<file path="src/rtl/alu_share_arb_pkg.sv">
// Shared types for the ALU arbiter: opcode encodings, legality check and FSM states.
package alu_share_arb_pkg;

  localparam int unsigned SelW = 3;

  typedef logic [SelW-1:0] aluop_sel_t;

  localparam aluop_sel_t AluAnd = 3'd0;
  localparam aluop_sel_t AluOr  = 3'd1;
  localparam aluop_sel_t AluAdd = 3'd2;
  localparam aluop_sel_t AluSub = 3'd6;
  localparam aluop_sel_t AluSlt = 3'd7;

  typedef enum logic {StIdle, StResp} arb_state_e;

  function automatic logic is_legal_aluop(aluop_sel_t sel);
    return sel inside {AluAnd, AluOr, AluAdd, AluSub, AluSlt};
  endfunction

endpackage

</file>
<file path="src/rtl/alu.sv">
// Combinational ALU; unknown opcodes produce zero.
module alu
  import alu_share_arb_pkg::*;
#(
  parameter int unsigned DWIDTH = 8
) (
  input  logic [SelW-1:0]   sel,
  input  logic [DWIDTH-1:0] src1,
  input  logic [DWIDTH-1:0] src2,
  output logic [DWIDTH-1:0] res
);

  always_comb begin
    res = '0;
    case (aluop_sel_t'(sel))
      AluAnd:  res = src1 & src2;
      AluOr:   res = src1 | src2;
      AluAdd:  res = src1 + src2;
      AluSub:  res = src1 + ~src2 + DWIDTH'(1);
      AluSlt:  res = {{(DWIDTH-1){1'b0}}, ($signed(src1) < $signed(src2))};
      default: res = '0;
    endcase
  end

endmodule

</file>
<file path="src/rtl/alu_share_arb_sva.sv">
// Assertion-only observer of the arbiter's handshake and fairness properties.
module alu_share_arb_sva #(
  parameter int unsigned DWIDTH = 8,
  parameter int unsigned NREQ   = 2,
  parameter int unsigned IDW    = 1
) (
  input logic              clk,
  input logic              rst_n,
  input logic [NREQ-1:0]   req_valid,
  input logic [NREQ-1:0]   req_ready,
  input logic              rsp_valid,
  input logic              rsp_ready,
  input logic [IDW-1:0]    rsp_id,
  input logic [DWIDTH-1:0] rsp_res,
  input logic              rsp_zero,
  input logic              rsp_err
);

  logic                  hold_q, acc_q, zero_q, err_q;
  logic [IDW-1:0]        id_q;
  logic [DWIDTH-1:0]     res_q;
  logic [NREQ-1:0][3:0]  wait_q;

  always_ff @(posedge clk or negedge rst_n) begin
    if (!rst_n) begin
      hold_q <= 1'b0;
      acc_q  <= 1'b0;
      zero_q <= 1'b0;
      err_q  <= 1'b0;
      id_q   <= '0;
      res_q  <= '0;
      wait_q <= '0;
    end else begin
      assert ($onehot0(req_ready)) else $error("sva: req_ready not onehot0");
      if (hold_q) begin
        assert (rsp_valid && rsp_id == id_q && rsp_res == res_q && rsp_zero == zero_q &&
                rsp_err == err_q)
          else $error("sva: response changed under backpressure");
      end
      // A fresh response must come from an accept on the previous edge.
      if (rsp_valid && !hold_q) begin
        assert (acc_q) else $error("sva: response without accept");
      end
      for (int i = 0; i < int'(NREQ); i++) begin
        assert (32'(wait_q[i]) < NREQ) else $error("sva: fairness bound exceeded");
      end
      hold_q <= rsp_valid && !rsp_ready;
      acc_q  <= |req_ready;
      id_q   <= rsp_id;
      res_q  <= rsp_res;
      zero_q <= rsp_zero;
      err_q  <= rsp_err;
      for (int i = 0; i < int'(NREQ); i++) begin
        if (req_valid[i] && !req_ready[i]) begin
          if (|req_ready) wait_q[i] <= wait_q[i] + 4'd1;
        end else begin
          wait_q[i] <= '0;
        end
      end
    end
  end

endmodule

</file>
<file path="src/rtl/rr_arb.sv">
// Round-robin arbiter: one-hot grant to the first requester after ptr.
module rr_arb #(
  parameter int unsigned NREQ = 2,
  localparam int unsigned IDW = (NREQ > 1) ? $clog2(NREQ) : 1
) (
  input  logic [NREQ-1:0] req,
  input  logic [IDW-1:0]  ptr,
  output logic [NREQ-1:0] grant
);

  logic [IDW-1:0] idx;
  logic           found;

  always_comb begin
    grant = '0;
    found = 1'b0;
    idx   = '0;
    for (int k = 1; k <= int'(NREQ); k++) begin
      idx = IDW'((int'(ptr) + k) % int'(NREQ));
      if (!found && req[idx]) begin
        grant[idx] = 1'b1;
        found      = 1'b1;
      end
    end
  end

endmodule

</file>
<file path="src/rtl/alu_share_arb.sv">
// Shares one ALU among NREQ requesters with round-robin grant and a single
// registered response slot.
module alu_share_arb
  import alu_share_arb_pkg::*;
#(
  parameter int unsigned DWIDTH = 8,
  parameter int unsigned NREQ   = 2,
  localparam int unsigned IDW   = $clog2(NREQ)
) (
  input  logic                     clk,
  input  logic                     rst_n,
  input  logic [NREQ-1:0]          req_valid,
  output logic [NREQ-1:0]          req_ready,
  input  logic [NREQ*SelW-1:0]     req_sel,
  input  logic [NREQ*DWIDTH-1:0]   req_src1,
  input  logic [NREQ*DWIDTH-1:0]   req_src2,
  output logic                     rsp_valid,
  input  logic                     rsp_ready,
  output logic [IDW-1:0]           rsp_id,
  output logic [DWIDTH-1:0]        rsp_res,
  output logic                     rsp_zero,
  output logic                     rsp_err
);

  arb_state_e        state_q, state_d;
  logic [IDW-1:0]    ptr_q;
  logic [NREQ-1:0]   grant;
  logic              can_accept, accept;
  logic [IDW-1:0]    gidx;
  logic [SelW-1:0]   mux_sel;
  logic [DWIDTH-1:0] mux_src1, mux_src2, alu_res, res_final;
  logic              op_legal;
  logic [IDW-1:0]    rsp_id_q;
  logic [DWIDTH-1:0] rsp_res_q;
  logic              rsp_zero_q, rsp_err_q;

  rr_arb #(
    .NREQ(NREQ)
  ) u_rr_arb (
    .req  (req_valid),
    .ptr  (ptr_q),
    .grant(grant)
  );

  assign can_accept = (state_q == StIdle) || rsp_ready;
  // Gate on rst_n so nothing handshakes while reset is held.
  assign req_ready  = (rst_n && can_accept) ? grant : '0;
  assign accept     = |req_ready;

  always_comb begin
    gidx     = '0;
    mux_sel  = '0;
    mux_src1 = '0;
    mux_src2 = '0;
    for (int i = 0; i < int'(NREQ); i++) begin
      if (grant[i]) begin
        gidx     = IDW'(i);
        mux_sel  = req_sel[i*SelW +: SelW];
        mux_src1 = req_src1[i*DWIDTH +: DWIDTH];
        mux_src2 = req_src2[i*DWIDTH +: DWIDTH];
      end
    end
  end

  alu #(
    .DWIDTH(DWIDTH)
  ) u_alu (
    .sel (mux_sel),
    .src1(mux_src1),
    .src2(mux_src2),
    .res (alu_res)
  );

  assign op_legal  = is_legal_aluop(mux_sel);
  assign res_final = op_legal ? alu_res : '0;

  always_comb begin
    state_d = state_q;
    unique case (state_q)
      StIdle:  if (accept) state_d = StResp;
      StResp:  if (!accept && rsp_ready) state_d = StIdle;
      default: state_d = StIdle;
    endcase
  end

  always_ff @(posedge clk or negedge rst_n) begin
    if (!rst_n) begin
      state_q    <= StIdle;
      ptr_q      <= IDW'(NREQ - 1);
      rsp_id_q   <= '0;
      rsp_res_q  <= '0;
      rsp_zero_q <= 1'b0;
      rsp_err_q  <= 1'b0;
    end else begin
      state_q <= state_d;
      if (accept) begin
        ptr_q      <= gidx;
        rsp_id_q   <= gidx;
        rsp_res_q  <= res_final;
        rsp_zero_q <= (res_final == '0);
        rsp_err_q  <= !op_legal;
      end
    end
  end

  assign rsp_valid = (state_q == StResp);
  assign rsp_id    = rsp_id_q;
  assign rsp_res   = rsp_res_q;
  assign rsp_zero  = rsp_zero_q;
  assign rsp_err   = rsp_err_q;

  alu_share_arb_sva #(
    .DWIDTH(DWIDTH),
    .NREQ  (NREQ),
    .IDW   (IDW)
  ) u_sva (
    .clk      (clk),
    .rst_n    (rst_n),
    .req_valid(req_valid),
    .req_ready(req_ready),
    .rsp_valid(rsp_valid),
    .rsp_ready(rsp_ready),
    .rsp_id   (rsp_id),
    .rsp_res  (rsp_res),
    .rsp_zero (rsp_zero),
    .rsp_err  (rsp_err)
  );

endmodule

</file>
<file path="config.mk">
export PLATFORM = sky130hd
export DESIGN_NAME = alu_share_arb
export DESIGN_NICKNAME = d
export VERILOG_FILES = /design/src/rtl/alu_share_arb_pkg.sv /design/src/rtl/alu.sv /design/src/rtl/alu_share_arb_sva.sv /design/src/rtl/rr_arb.sv /design/src/rtl/alu_share_arb.sv
export SDC_FILE = /design/constraint.sdc
export NUM_CORES = 1
export LEC_CHECK = 0
export BUFFER_PORTS_ARGS = -buffer_cell sky130_fd_sc_hd__buf_2
export CORE_AREA = 3 3 66 68
export DETAILED_ROUTE_END_ITERATION = 7
export DIE_AREA = 0 0 69 71
export MAX_ROUTING_LAYER = met4
export PLACE_DENSITY = 0.8
export SETUP_SLACK_MARGIN = 0.15
export SLEW_MARGIN = 20
export SYNTH_ARGS = -nofsm -noshare
export SYNTH_HDL_FRONTEND = slang
export SYNTH_HIERARCHICAL = 1
export SYNTH_SLANG_ARGS = --single-unit
</file>
<file path="constraint.sdc">
create_clock -name clk -period 6.05 [get_ports clk]
set_input_delay 0.9075 -clock clk [delete_from_list [all_inputs] [get_ports clk]]
set_output_delay 0.9075 -clock clk [all_outputs]
set_load 0.05 [all_outputs]
</file>
* Word level (Yosys, flattened, before mapping)
Cells that the tools add are included.
** Operators by class
- Muxes and demuxes :: 24
- Eq/ne operators :: 4
- $add $sub $neg :: 5
- Bitwise operators :: 5
- Reductions and logical operators :: 13
- Order comparisons :: 5
** Operators by type and width (count)
- 8-bit 2-to-1 mux :: 5
- 8-bit one-hot mux with 5 select lines :: 1
- 8-bit adder :: 2
- 1-bit 2-to-1 mux :: 10
- 8-bit by 1-bit adder with 8-bit output (second input constant) :: 1
- 8-bit bitwise AND :: 1
- 8-bit zero test :: 1
- 8-bit < comparator :: 1
- 8-bit NOT :: 1
- 8-bit OR :: 1
- 3-bit == test (second input constant) :: 2
- 2-bit 2-to-1 mux :: 3
- 3-bit 2-to-1 mux :: 2
- 1-bit logical AND :: 5
- 5-bit nonzero test :: 1
- 1-bit by 2-bit < comparator with 1-bit output (second input constant) :: 2
- 3-bit by 1-bit == test with 1-bit output (second input constant) :: 1
- 3-bit by 2-bit == test with 1-bit output (second input constant) :: 1
- 1-bit zero test :: 3
- 3-bit zero test :: 1
- 1-bit adder (second input constant) :: 2
- 1-bit demux with 1-bit select :: 2
- 1-bit greater-or-equal comparator (second input constant) :: 2
- 2-bit OR :: 1
- other kinds (4) :: 4
** Word-level totals
- Logic and storage cells :: 62
- Output and inout port bits :: 14
- Register bits after elaboration :: 13
- Bits of input ports :: 43

* Longest topological paths before layout
Gate-level depths: netlist of run 1.
- Depth in word-level cells :: 16
- Depth in mapped cells :: 17
- Mapped depth without buffers :: 15

* Modules after synthesis
The synthesis of run 1 kept the hierarchy.
** Modules (own cells, without submodules)
- alu :: area each 1094.8 sq um, times used 1, cells an instance 150, seq. area each 0.0 sq um
- alu_share_arb :: area each 943.4 sq um, times used 1, cells an instance 100, seq. area each 326.6 sq um
- rr_arb :: area each 18.8 sq um, times used 1, cells an instance 3, seq. area each 0.0 sq um

* Least setup slack after synthesis of run 1
Ideal clock, no wire load.
- Path type :: input to register
- From :: input port req_valid[1]
- To :: register rsp_zero_q, in the netlist rsp_zero
- Setup slack :: 1910 ps
- Setup time :: 84 ps
- Path buffers :: 2
- Stages on the path :: 15
- Data required time :: 5966 ps
- Data arrival time :: 4056 ps
- Cell sequence :: a21boi_0 buf_6 nor2b_2 buf_2 a22o_1 ha_1 fa_1 nand3_1 a21oi_1 a2111oi_2 a2111oi_2 a311o_1 nor4_1 nand2_1 a41oi_2
** On the way
- Cells in the longest elaborated chain, start to end :: 14
- Elaborated cells between the ends (all ways) :: 34
- Those cells by class :: add/sub (3); order compare (1); eq/ne (4); mux (16); bitwise (4); reduce/logical (6)
** RTL lines
- start, declared :: RTL line alu_share_arb.sv:12 : input logic [NREQ-1:0] req_valid,
- 1-bit 2-to-1 mux (implied by the code) (2 in series) :: RTL line rr_arb.sv:20 : if (!found && req[idx]) begin
- 1-bit 2-to-1 mux :: RTL line rr_arb.sv:20
- 1-bit zero test :: RTL line rr_arb.sv:20
- 1-bit logical AND :: RTL line rr_arb.sv:20
- 2-bit 2-to-1 mux (*) :: RTL line rr_arb.sv:20
- 8-bit 2-to-1 mux :: RTL line alu_share_arb.sv:56 : if (grant[i]) begin
- 8-bit 2-to-1 mux (*) :: RTL line alu_share_arb.sv:56
- named net mux_src2[0] :: RTL line alu_share_arb.sv:31 : logic [DWIDTH-1:0] mux_src1, mux_src2, alu_res, res_final;
- 8-bit NOT :: RTL line alu.sv:19 : AluSub: res = src1 + ~src2 + DWIDTH'(1);
- 8-bit adder :: RTL line alu.sv:19
- 8-bit by 1-bit adder with 8-bit output :: RTL line alu.sv:19
- 8-bit one-hot mux with 5 select lines (*) :: RTL line alu.sv:15 : case (aluop_sel_t'(sel))
- named net alu_res[6] :: RTL line alu_share_arb.sv:31
- 8-bit 2-to-1 mux (*) :: RTL line alu_share_arb.sv:75 : assign res_final = op_legal ? alu_res : '0;
- 8-bit zero test (*) :: RTL line alu_share_arb.sv:100 : rsp_zero_q <= (res_final == '0);
- end signal, assigned :: RTL line alu_share_arb.sv:100
- end, declared :: RTL line alu_share_arb.sv:35 : logic rsp_zero_q, rsp_err_q;
Mark *: on every way through the listed nets, which the timed path passes. The rest lies on a longest branch. The select of a mux whose other input is x is not followed.
A chain may end at the register's enable or synchronous reset.

* Final worst setup path of run 1
- From :: input port req_valid[1]
- To :: register rsp_zero_q, in the netlist rsp_zero
** On the way
- Elaborated cells between the ends (all ways) :: 34
- Those cells by class :: add/sub (3); order compare (1); eq/ne (4); mux (16); bitwise (4); reduce/logical (6)
** RTL lines
- 1-bit 2-to-1 mux (implied by the code) (2 in series) :: RTL line rr_arb.sv:20
- 1-bit 2-to-1 mux :: RTL line rr_arb.sv:20
- 1-bit zero test :: RTL line rr_arb.sv:20
- 1-bit logical AND :: RTL line rr_arb.sv:20
- 2-bit 2-to-1 mux (*) :: RTL line rr_arb.sv:20
- named net grant[1] :: RTL line alu_share_arb.sv:27 : logic [NREQ-1:0] grant;
- 8-bit 2-to-1 mux (*) :: RTL line alu_share_arb.sv:56
- named net mux_src2[5] :: RTL line alu_share_arb.sv:31
- 8-bit NOT :: RTL line alu.sv:19
- 8-bit adder :: RTL line alu.sv:19
- 8-bit by 1-bit adder with 8-bit output :: RTL line alu.sv:19
- 8-bit one-hot mux with 5 select lines (*) :: RTL line alu.sv:15
- named net alu_res[6] :: RTL line alu_share_arb.sv:31
- 8-bit 2-to-1 mux (*) :: RTL line alu_share_arb.sv:75
- 8-bit zero test (*) :: RTL line alu_share_arb.sv:100
Marks and branches as above.

==> impl_metrics.py, run 1 <==
metrics = {
    "run_status": {
        "status": "finished, final reports clean",
    },
    "floorplan": {
        "core-area_um2": 3914,
        "row_count": 23,
        "die_h_um": 71,
        "top_level_ports": 57,
        "die_x_um": 69,
        "dieArea_um2": 4899,
        "initial_utilization_pct": 52.56,
    },
    "synth": {
        "synth_seq_cells": 13,
        "syn_avg_cell_area_um2": 8.130,
        "synth_nets": 323,
        "synth_seq_area_share_pct": 15.88,
        "synth.distinct_cells": 62,
        "ys_async_sr_fraction_pct": 100.0,
        "synth_edf_count": 0,
        "yosysWarningCount": 6,
        "synthesis.area_um2": 2057,
        "syn_inst": 253,
        "synth_top_flop_cell": "dfrtp_1",
    },
    "power": {
        "p_int_mw": 0.3151,
        "switchingPower_mw": 0.3563,
        "p_sw_share_pct": 53.06,
        "p_leak_nw": 1.158,
        "sequentialPowerShare_pct": 19.9,
        "clock_power_share_pct": 11.7,
        "p_per_area_nw_per_um2": 279.9,
        "p_comb_share_pct": 68.4,
        "ir_worst_vdd_mv": 0.1780,
    },
    "clock_network": {
        "root_buffer": "clkbuf_8",
        "cts_setup_buffers": 0,
        "cts_resized": 0,
        "clock_path_buffers": 2,
        "cts_tree": "yes",
        "numCtsBuffers": 3,
        "htreeDepth": 1,
        "clk_latency_ns": 0.24,
        "clock-sinks": 13,
        "clk_pin_slew_worst_paths_ns": 0.06,
        "postCtsHoldBufs": 0,
    },
    "grt": {
        "use_met3_pct": 1.705,
        "grt_max_degree": 34,
        "gr-usage-met1_pct": 29.50,
        "grt_antenna_before_repair": 0,
        "grt_busiest_layer": "met2",
        "met2_usage_pct": 36.33,
        "overflow": 0,
        "grt_pass1_wl_um": 8769,
        "grt_pass1_vias": 1915,
        "grt_usage_pct": 21.98,
    },
    "detailed_routing": {
        "drt_first_iter_violations": 104,
        "drcViolationCount": 0,
        "ant_nets": 0,
        "firstDrtPassIters": 4,
        "vias_per_cell": 5.940,
        "wl_um": 5329,
        "wire_per_inst_um": 15.14,
        "vias": 2091,
    },
    "placed_design": {
        "post-place-ws_ns": 1.439,
        "dp.cells": 348,
        "io_buffers": 56,
        "dp_hpwl_um": 4252,
        "place.gp.congestion": 0.9730,
        "placed_area_um2": 2354,
    },
    "layout": {
        "fin_nets": 373,
        "final_layout_size_suffix_gt1_share_pct": 27.48,
        "mostFrequentLayoutCells": "buf_2, inv_1, ha_1",
        "final_common_cell": "buf_2",
        "syn_to_final_growth_pct": 16.61,
        "final_cells": 352,
        "fin_area_um2": 2399,
        "final_core_util_pct": 61.29,
        "antenna_cells": 0,
    },
    "timing": {
        "min_period_ns": 4.318,
        "tightest_slew_ns": 0.6660,
        "slew_headroom_pct": 55.51,
        "fin_crit_sh_pct": 71.37,
        "setup-tns-final_ns": 0,
        "finalMaxSlewViolations": 0,
        "rsz0062_at_grt": "false",
        "skew_ns": 0.002759,
        "finalSetupViolCount": 0,
        "postLayoutSetupSlackWorst_ns": 1.732,
        "finalHoldViolations": 0,
        "fmax_mhz": 231.6,
    },
    "setup_path": {
        "cp-end-kind": "flop",
        "critPathMaxFanout": 33,
        "cp-start-kind": "input pin",
        "cp.required_ns": 6.21,
        "crit_type": "in -> reg",
        "crit_arrival_ns": 4.48,
    },
    "run": {
        "drv_cap": 0,
    },
    "hold_path": {
        "hold_path.class": "reg -> reg",
    },
}
[metal layers]
| layer | part of all wire [%] | vias up | wire length [um] |
|---|---|---|---|
| met1 | 44 | 956 | 2336 |
| met3 | 7.1 | 7 | 381 |
| met4 | 1.0 | 0 | 55 |
| met2 | 48 | 91 | 2556 |
| met5 | 0 | - | 0 |
| li1 | - | 1037 | - |
[metrics by stage]
| step | power, mW | hold WS, ns |
|---|---|---|
| floorplan | 0.4848 | 0.4989 |
| global placement | 0.5833 | 0.4618 |
| detailed placement | 0.5902 | 0.4900 |
| CTS | 0.6691 | 0.5034 |
| global route | 0.7178 | 0.5285 |
| finish | 0.6714 | 0.4924 |
[cell usage after synthesis, drive strengths merged (5+ instances only)]
master | n | share of area [%]
o21ai | 7 | 1.7
nor2b | 5 | 1.6
inv | 34 | 6.2
o22ai | 5 | 1.5
nand3 | 5 | 1.8
ha | 25 | 15
a22o | 15 | 6.4
o31ai | 13 | 5.2
dfrtp | 12 | 15
buf | 11 | 3.2
nor2 | 9 | 1.8
nor3 | 8 | 2.2
nand2 | 23 | 4.3
a21oi | 10 | 2.4
o41ai | 9 | 3.8
[final timing paths]
| check | slack (ns) | to | from | cells past startpoint |
|---|---|---|---|---|
| setup / recovery | 1.73 | rsp_zero | req_valid[1] | 15 |
| hold / removal | 0.49 | rsp_id | rsp_id | 1 |
| setup reg to reg | 1.97 | rsp_zero | ptr_q | 15 |
| hold reg to reg | 0.49 | rsp_id | rsp_id | 1 |
| max in group asynchronous | 5.12 | ptr_q | rst_n | 1 |
| min in group asynchronous | 0.60 | rsp_res[0] | rst_n | 1 |
[critical path: stages]
cell,delay (ns)
buf_2,0.10
a21boi_2,0.14
buf_4,0.24
nor2b_2,0.52
a22o_1,0.32
inv_1,0.09
ha_1,0.41
inv_1,0.12
a221oi_4,0.36
nand2_2,0.11
a41o_1,0.25
a311o_1,0.28
nor4_1,0.30
nand2_1,0.10
a41oi_2,0.22
[logic make-up (layout without fill, tap and decap cells)]
group                    Yosys count  after routing  synth area share [%]
AO/OA/AOI/OAI                     90             90                 35.83
XOR/XNOR                           3              3                 1.278
adder cells (fa/ha/maj)           27             27                 17.15
buffers and inverters             50             99                 10.28
flip-flops                        13             13                 15.88
multiplexers                       4              4                 1.947
AND/OR/NAND/NOR                   66             66                 17.64
[flip-flops by register name, indices dropped and copies added, names as in the netlist]
signal,cells
rsp_res,8
ptr_q,1
rsp_err,1
rsp_id,1
rsp_valid,1
rsp_zero,1
[power by group through the flow]
stage / Sequential [mW] / Combinational (mW) / Clock, mW
floorplan: 0.220 / 0.265 / 0
global placement: 0.134 / 0.450 / 0
detailed placement: 0.135 / 0.456 / 0
CTS: 0.133 / 0.457 / 0.0790
global route: 0.136 / 0.499 / 0.0830
finish: 0.134 / 0.459 / 0.0785
[area by class of cell]
| class | instances | area (um2) |
|---|---|---|
| flip-flops and latches | 13 | 326.6 |
| clock buffers | 4 | 45.04 |
| well taps | 50 | 62.56 |
| fillers | 348 | 1515 |
| repair buffers | 60 | 310.3 |
| multi-input cells | 190 | 1523 |
| inverters | 35 | 131.4 |
(Power assumes the default switching activity.)
==> inputs of run 2 (changes only) <==
--- a/config.mk
+++ b/config.mk
@@ -6,11 +6,11 @@
 export NUM_CORES = 1
 export LEC_CHECK = 0
 export BUFFER_PORTS_ARGS = -buffer_cell sky130_fd_sc_hd__buf_2
-export CORE_AREA = 3 3 66 68
+export CORE_AREA = 3 3 70 72
 export DETAILED_ROUTE_END_ITERATION = 7
-export DIE_AREA = 0 0 69 71
+export DIE_AREA = 0 0 73 75
 export MAX_ROUTING_LAYER = met4
-export PLACE_DENSITY = 0.8
+export PLACE_DENSITY = 0.75
 export SETUP_SLACK_MARGIN = 0.15
 export SLEW_MARGIN = 20
 export SYNTH_ARGS = -nofsm -noshare
==> constraint.sdc (replaced) <==
create_clock -name clk -period 3.75 [get_ports clk]
set_input_delay 0.5625 -clock clk [delete_from_list [all_inputs] [get_ports clk]]
set_output_delay 0.5625 -clock clk [all_outputs]
set_load 0.05 [all_outputs]
==> run 2 against run 1 <==
Critical path depth is 1 higher. Final cell count up 6.0%. Routed wire length up 10%. Die area is 12% higher. Global-route usage shrank 0.79 points. Critical path type is now reg -> reg. Highest routed layer unchanged.
==> impl_metrics.py, run 2 (synthesized netlist as in run 1, its figures left out) <==
metrics = {
    "placed_design": {
        "post-place-ws_ns": -0.07683,
        "dp_hpwl_um": 4332,
        "place.gp.congestion": 0.9003,
        "io_buffers": 56,
    },
    "grt": {
        "grt_usage_pct": 21.19,
        "grt_pass1_vias": 2025,
        "grt_pass1_wl_um": 9052,
        "grt_max_degree": 20,
        "overflow": 0,
        "grt_antenna_before_repair": 0,
    },
    "setup_path": {
        "crit_chain": "inv_1, a21boi_2, nor2b_4, buf_6, a22o_1, inv_1, ha_4, buf_4, nand2_1, o31ai_4, a31oi_2, a2111oi_2, a41oi_2, nor4_2, nand2_1, a41oi_2",
        "cpPeakStageDelay_ns": 0.56,
        "crit_arrival_ns": 3.57,
        "cp-end-kind": "flop",
        "crit_type": "reg -> reg",
        "cpLargestDelayFamily": "compound AO/OA/AOI/OAI gates",
        "crit_slowest_cell": "dfstp_2",
        "cp.required_ns": 3.92,
        "cp-start-kind": "flop",
        "critPathMaxFanout": 6,
        "worstPathBufferInverterCount": 4,
    },
    "floorplan": {
        "die_x_um": 73,
        "row_count": 24,
        "dieArea_um2": 5475,
        "core-area_um2": 4354,
        "die_h_um": 75,
        "initial_utilization_pct": 47.24,
        "top_level_ports": 57,
    },
    "detailed_routing": {
        "vias_per_cell": 5.834,
        "vias": 2176,
        "drt_first_iter_violations": 152,
        "wire_per_inst_um": 15.76,
        "firstDrtPassIters": 4,
        "ant_nets": 0,
        "drcViolationCount": 0,
        "wl_um": 5879,
    },
    "layout": {
        "fill_cells": 389,
        "final_layout_size_suffix_gt1_share_pct": 37.69,
        "mostFrequentLayoutCells": "buf_2, inv_1, nand2_1",
        "syn_to_final_growth_pct": 33.27,
        "multi_input_area_um2": 1709,
        "antenna_cells": 0,
        "regArea_um2": 326.6,
        "largest_reg_flops": 8,
        "fin_nets": 392,
        "final_common_cell": "buf_2",
    },
    "timing": {
        "postLayoutSetupSlackWorst_ns": 0.3461,
        "fin_crit_sh_pct": 90.77,
        "slew_headroom_pct": 53.39,
        "fmax_mhz": 293.8,
        "finalHoldViolations": 0,
        "finalMaxSlewViolations": 0,
        "min_period_ns": 3.404,
        "tightest_slew_ns": 0.6950,
        "skew_ns": 0.004382,
        "finalSetupViolCount": 0,
        "rsz0062_at_grt": "true",
    },
    "clock_network": {
        "root_buffer": "clkbuf_8",
        "clk_latency_ns": 0.24,
        "clock_path_buffers": 2,
        "cts_tree": "yes",
        "clk_pin_slew_worst_paths_ns": 0.06,
        "numCtsBuffers": 3,
        "postCtsHoldBufs": 0,
        "htreeDepth": 1,
        "clock-sinks": 13,
    },
    "power": {
        "p_per_area_nw_per_um2": 445.4,
        "ir_worst_vdd_mv": 0.3279,
        "p_leak_nw": 1.291,
        "power_mw": 1.221,
    },
    "run": {
        "drv_cap": 0,
    },
    "run_status": {
        "status": "finished, final reports clean",
    },
    "hold_path": {
        "hold_path.class": "in -> async",
    },
}
## run 2: worst reg2reg max path, delay by kind of cell, from the launching register on
family,cells,cell delay (ns)
AND/OR/NAND/NOR,4,0.73
AO/OA/AOI/OAI,7,1.34
buffers and inverters,4,0.40
flip-flops,1,0.56
adder cells (fa/ha/maj),1,0.28
## run 2: worst paths after layout
| path | from | to | slack [ns] | cells after the start |
|---|---|---|---|---|
| min | rst_n | rsp_res[7] | 0.24 | 1 |
| max | ptr_q | rsp_zero | 0.35 | 16 |
| min reg2reg | rsp_id | rsp_id | 0.47 | 1 |
| max in group asynchronous | rst_n | ptr_q | 3.18 | 1 |
| max reg2reg | ptr_q | rsp_zero | 0.35 | 16 |
| min in group clk | rsp_id | rsp_id | 0.47 | 1 |
## run 2: power breakdown
part | switching [mW] | internal, mW | total [mW]
clock | 0.0501 | 0.0750 | 0.125
combinational | 0.550 | 0.333 | 0.883
sequential | 0.0262 | 0.187 | 0.213
total | 0.626 | 0.595 | 1.22
## run 2: repair_timing
item                                    CTS  global route
resized for setup                         5            31
buffers inserted                          0             4
pin swaps                                 0            12
endpoints found under the setup margin    1             6
## run 2: layout make-up
type	instances	area share (%)
Inverter	35	4.792
Clock buffer	4	1.643
Timing Repair Buffer	79	16.93
Multi-Input combinational cell	190	62.35
Sequential cell	13	11.91
Tap cell	52	2.373
## run 2: through the flow
stage	setup TNS, ns	instances	hold WS, ns	utilization (%)	cell area [um2]
2_1_floorplan	0	253	0.2669	-	2061
3_3_place_gp	-0.02295	365	0.4631	56.70	2469
3_5_place_dp	-0.07683	365	0.4647	56.70	2469
4_1_cts	0	369	0.2530	58.39	2542
5_1_grt	0	373	0.2589	62.96	2741
6_report	0	373	0.2398	62.96	2741
## run 2: routing by layer
| metal | global-route usage, % | vias up | wire [um] |
|---|---|---|---|
| met5 | - | - | 0 |
| met4 | 3.279 | 0 | 65 |
| met3 | 3.071 | 10 | 277 |
| met2 | 36.05 | 72 | 2898 |
| met1 | 27.18 | 1025 | 2637 |
| li1 | - | 1069 | - |
